--- src/rtl/cdc_pkg.sv ---
// Shared types and default constants for the cross-domain transfer controller.
// Imported by the ack synchronizer and the transfer FSM.
package cdc_pkg;

    typedef enum logic [1:0] {
        IDLE   = 2'd0,
        REQ_HI = 2'd1,
        REQ_LO = 2'd2,
        DRAIN  = 2'd3
    } xfer_state_t;

    localparam int unsigned DEF_WIDTH       = 9;
    localparam int unsigned DEF_SYNC_STAGES = 2;
    localparam int unsigned DEF_TIMEOUT     = 255;

endpackage

--- src/rtl/cdc_xfer_ctrl_sync.sv ---
// Multi-flop synchronizer for a single asynchronous level (the far-side ack).
// All stages clear asynchronously so a stale ack cannot survive reset.
module sync_bit
    import cdc_pkg::*;
#(
    parameter int unsigned STAGES = DEF_SYNC_STAGES
) (
    input  logic clk_ab,
    input  logic rst_ab,
    input  logic d,
    output logic q
);

    logic [STAGES-1:0] sync_q;

    always_ff @(posedge clk_ab or negedge rst_ab) begin
        if (!rst_ab) begin
            sync_q <= '0;
        end else begin
            sync_q <= {sync_q[STAGES-2:0], d};
        end
    end

    assign q = sync_q[STAGES-1];

endmodule

--- src/rtl/cdc_xfer_ctrl.sv ---
// Source side of a 4-phase req/ack transfer into an asynchronous domain,
// with a bounded wait for ack and a sticky timeout flag.
module cdc_xfer_ctrl
    import cdc_pkg::*;
#(
    parameter int unsigned WIDTH       = DEF_WIDTH,
    parameter int unsigned SYNC_STAGES = DEF_SYNC_STAGES,
    parameter int unsigned TIMEOUT     = DEF_TIMEOUT
) (
    input  logic             clk_ab,
    input  logic             rst_ab,
    input  logic             src_valid,
    input  logic [WIDTH-1:0] src_data,
    output logic             src_ready,
    output logic             xfer_req,
    output logic [WIDTH-1:0] xfer_data,
    input  logic             xfer_ack,
    output logic             busy,
    output logic             timeout_err,
    input  logic             err_clr
);

    localparam int unsigned   TW   = $clog2(TIMEOUT + 1);
    localparam logic [TW-1:0] TMAX = TIMEOUT[TW-1:0];

    xfer_state_t   state, state_nx;
    logic [TW-1:0] timer, timer_nx;
    logic          ack_s;
    logic          accept;
    logic          err_set;

    sync_bit #(
        .STAGES (SYNC_STAGES)
    ) u_ack_sync (
        .clk_ab (clk_ab),
        .rst_ab (rst_ab),
        .d      (xfer_ack),
        .q      (ack_s)
    );

    assign src_ready = (state == IDLE) && !ack_s;
    assign busy      = (state != IDLE);
    assign accept    = src_valid && src_ready;

    // Ack is tested before the timer limit so a late ack never raises an error.
    always_comb begin
        state_nx = state;
        timer_nx = timer;
        err_set  = 1'b0;
        case (state)
            IDLE: begin
                if (accept) begin
                    state_nx = REQ_HI;
                    timer_nx = '0;
                end
            end
            REQ_HI: begin
                if (ack_s) begin
                    state_nx = REQ_LO;
                end else if (timer == TMAX) begin
                    err_set  = 1'b1;
                    state_nx = DRAIN;
                end else begin
                    timer_nx = timer + 1'b1;
                end
            end
            REQ_LO, DRAIN: begin
                if (!ack_s) begin
                    state_nx = IDLE;
                end
            end
            default: state_nx = IDLE;
        endcase
    end

    always_ff @(posedge clk_ab or negedge rst_ab) begin
        if (!rst_ab) begin
            state       <= IDLE;
            timer       <= '0;
            xfer_req    <= 1'b0;
            xfer_data   <= '0;
            timeout_err <= 1'b0;
        end else begin
            state    <= state_nx;
            timer    <= timer_nx;
            xfer_req <= (state_nx == REQ_HI);
            if (accept) begin
                xfer_data <= src_data;
            end
            if (err_set) begin
                timeout_err <= 1'b1;
            end else if (err_clr) begin
                timeout_err <= 1'b0;
            end
        end
    end

endmodule

--- config.mk ---
export PLATFORM = sky130hd
export DESIGN_NAME = cdc_xfer_ctrl
export DESIGN_NICKNAME = d
export VERILOG_FILES = /design/src/rtl/cdc_pkg.sv /design/src/rtl/cdc_xfer_ctrl_sync.sv /design/src/rtl/cdc_xfer_ctrl.sv
export SDC_FILE = /design/constraint.sdc
export NUM_CORES = 1
export LEC_CHECK = 0
export ABC_AREA = 1
export BUFFER_PORTS_ARGS = -buffer_cell sky130_fd_sc_hd__buf_4
export CORE_MARGIN = 10
export CORE_UTILIZATION = 40
export CTS_CLUSTER_DIAMETER = 80
export DETAILED_ROUTE_END_ITERATION = 16
export GPL_TIMING_DRIVEN = 0
export PLACE_DENSITY = 0.71
export REMOVE_ABC_BUFFERS = 1
export SETUP_SLACK_MARGIN = 0.15
export SYNTH_ARGS = -nofsm -noshare
export SYNTH_HDL_FRONTEND = slang
export SYNTH_HIERARCHICAL = 1
export SYNTH_SLANG_ARGS = --single-unit
--- constraint.sdc ---
create_clock -name clk_ab -period 1.3 [get_ports clk_ab]
set_input_delay 0.13 -clock clk_ab [delete_from_list [all_inputs] [get_ports clk_ab]]
set_output_delay 0.13 -clock clk_ab [all_outputs]
set_load 0.03 [all_outputs]
==> results_dict.tcl <==
set metrics [dict create \
    status "complete, but fails checks" \
    violations "setup timing" \
    layout-drive-gt1-share 0.457 \
    grt_start_max_net_pins 24 \
    maxCapViolations 0 \
    rsz0062_at_grt "true" \
    synth.ff_latch_count 23 \
    ant_nets 0 \
    rr_startpoint "state[0]" \
    p_leak_nw 0.788 \
    drtIter0Drc 33 \
    clkTransAtPathRegs_ps 140 \
    holdPathStages 3 \
    wire_per_inst_um 14.4 \
    fin_crit_sh 1.04 \
    whs_ps 37.8 \
    ir_drop_mv 0.978 \
    hold_viol_final 0 \
    ios 27 \
    required_ps 1170 \
    placed_cell_area_um2 1250 \
    gp_congestion 0.793 \
    critPathArrivalTime_ps 1220 \
    syn_avg_cell_area_um2 8.08 \
    tns_ps -86.2 \
    yosys.area_share.adder 0.0120 \
    drc 0 \
    fin_util 0.662 \
    cts_buffers 3 \
    synth-compound-area-share 0.0552 \
    grt_pass1_wl_um 4930 \
    fp.dieH_um 71.0 \
    grt_pass1_vias 1036 \
    antenna_cells 0 \
    fin_skew_ps 12.5 \
    min_from "src_data[8]" \
    postLayoutCellArea_um2 1640 \
    initial_utilization 0.421 \
    core_um2 2480 \
    synthXorXnorAreaFrac 0.00840 \
    period_needed_ps 1350 \
    wl_met3_um 244 \
    netlist-cell-type-count 14 \
    clockBufferDepth 2 \
    hold_class "in2reg" \
    syn_area_um2 1040 \
    fin_cells 205 \
    r2r_slack_ps -10 \
    antenna_found_initial 0 \
    reg2reg_to "xfer_data[2]" \
    dp_hpwl_um 1710 \
    finalMaxSlewViolations 0 \
    rows 18 \
    worst-setup-path-type "reg2out" \
    synth-simple-area-share 0.310 \
    muxShareOfSynthArea 0 \
    grt.total_usage 0.115 \
    setup_slack_ps -46.2 \
    synth_top_family_by_area "simple AND/OR/NAND/NOR gates" \
    power_density_nw_per_um2 1180 \
    area_delta_synth_final_pct 57.3 \
    slew_headroom 0.801 \
    port_buffers 26 \
    clock_latency_ps 320 \
    cp_max_fo 3 \
    nets 191 \
    start_kind "flip-flop" \
    dp.cells 182 \
    yosysWarnings 6 \
    cp-end-kind "output pin" \
    via_per_inst 5.00 \
    cts_root_buf "clkbuf_4" \
    final-setup-viol-count 5 \
    die_w_um 71.0 \
    cts_tree "done" \
    fmax_mhz 743 \
    seq_area_um2 576 \
    min_to "xfer_data[8]" \
    ys_seq_area_frac 0.552 \
    multi_input_area_um2 589 \
    top_layer_used "met4" \
    dieArea_um2 5050 \
    syn_inst 129 \
    r2r_cells 9 \
    cts.sink_count 23 \
    grt_remaining_overflow 0 \
    met1_length_um 1230 \
    fillers 188 \
    firstDrtPassIters 4 \
    layout_common_cells "nand2_1, buf_4, dfrtp_1" \
    wl_met2_um 1460 \
    worstMarginPinSlew_ps 298 \
    h-tree-depth 1 \
    postRouteWirelength_um 2950 \
    vias 1024 \
]
[where the power goes]
part | switching, mW | total (mW) | leakage [nW] | internal [mW]
clock network | 0.221 | 0.341 | 0.0150 | 0.120
logic | 0.414 | 0.717 | 0.474 | 0.304
registers | 0.0768 | 0.883 | 0.299 | 0.806
total | 0.711 | 1.94 | 0.788 | 1.23
[flip-flops by register name (all words and copies together) (netlist names)]
name               count
xfer_data              9
timer                  8
state                  2
u_ack_sync/sync_q      2
timeout_err            1
xfer_req               1
[worst max path at each step]
| stage | startpoint | to | slack, ps |
|---|---|---|---|
| after floorplan | state[1] | xfer_data[0] | -710 |
| after global placement | state[1] | xfer_data[2] | -430 |
| after detailed placement | state[1] | xfer_data[2] | -450 |
| after CTS | state[1] | src_ready | -20 |
| after global routing | state[0] | src_ready | -130 |
| final | state[0] | src_ready | -50 |
[logic make-up (layout without fill, tap and decap cells)]
family / after synthesis / after routing
and+or+nand+nor: 78 / 80
DFF: 23 / 23
buffers and inverters: 15 / 59
AOI/OAI and AO/OA: 11 / 11
adders and majority gates: 1 / 1
xor gates and xnor gates: 1 / 1
[timing repair]
item | 4_1_cts | 5_1_grt
pin swaps | 13 | 10
gates resized for setup | 36 | 21
hold endpoints to repair | 25 | 0
endpoints found under the setup margin | 21 | 21
gates cloned | 1 | 1
hold buffers | 3 | 0
setup buffers | 10 | 4
[synth_stat cells]
master	number	area, µm²
nor3b_1	1	7.51
o21bai_1	1	7.51
inv_1	12	45.0
nand2_1	46	173
buf_2	1	5.00
nor2_1	11	41.3
buf_6	1	11.3
o21ai_0	10	50.1
ha_1	1	12.5
dfrtp_1	23	576
nand3_1	19	95.1
clkbuf_1	1	3.75
xor2_1	1	8.76
nand2_2	1	6.26
[layout make-up]
class	count	share of cell area
repair buffers	43	0.223
multi-input cells	93	0.360
inverters	12	0.0275
clock buffers	4	0.0160
well taps	30	0.0229
flip-flops and latches	23	0.351
[worst max-delay path, stage by stage, from the launching register on]
cell,delay [ps]
dfrtp_1,430
nor2_2,150
inv_2,70
nor2_4,110
buf_6,140
[metal layers]
metal,up-vias,global-route usage
li1,502,-
met1,487,0.136
met2,31,0.176
met3,4,0.0530
met4,0,0.0452
met5,-,0
[metrics by stage]
stage	worst slack (ps)	power (mW)
floorplan	-706	1.15
CTS	-21.0	1.84
detailed placement	-450	1.38
global placement	-430	1.36
finish	-46.2	1.94
global route	-127	2.04
Note: power is estimated with default switching activity, not from simulation.
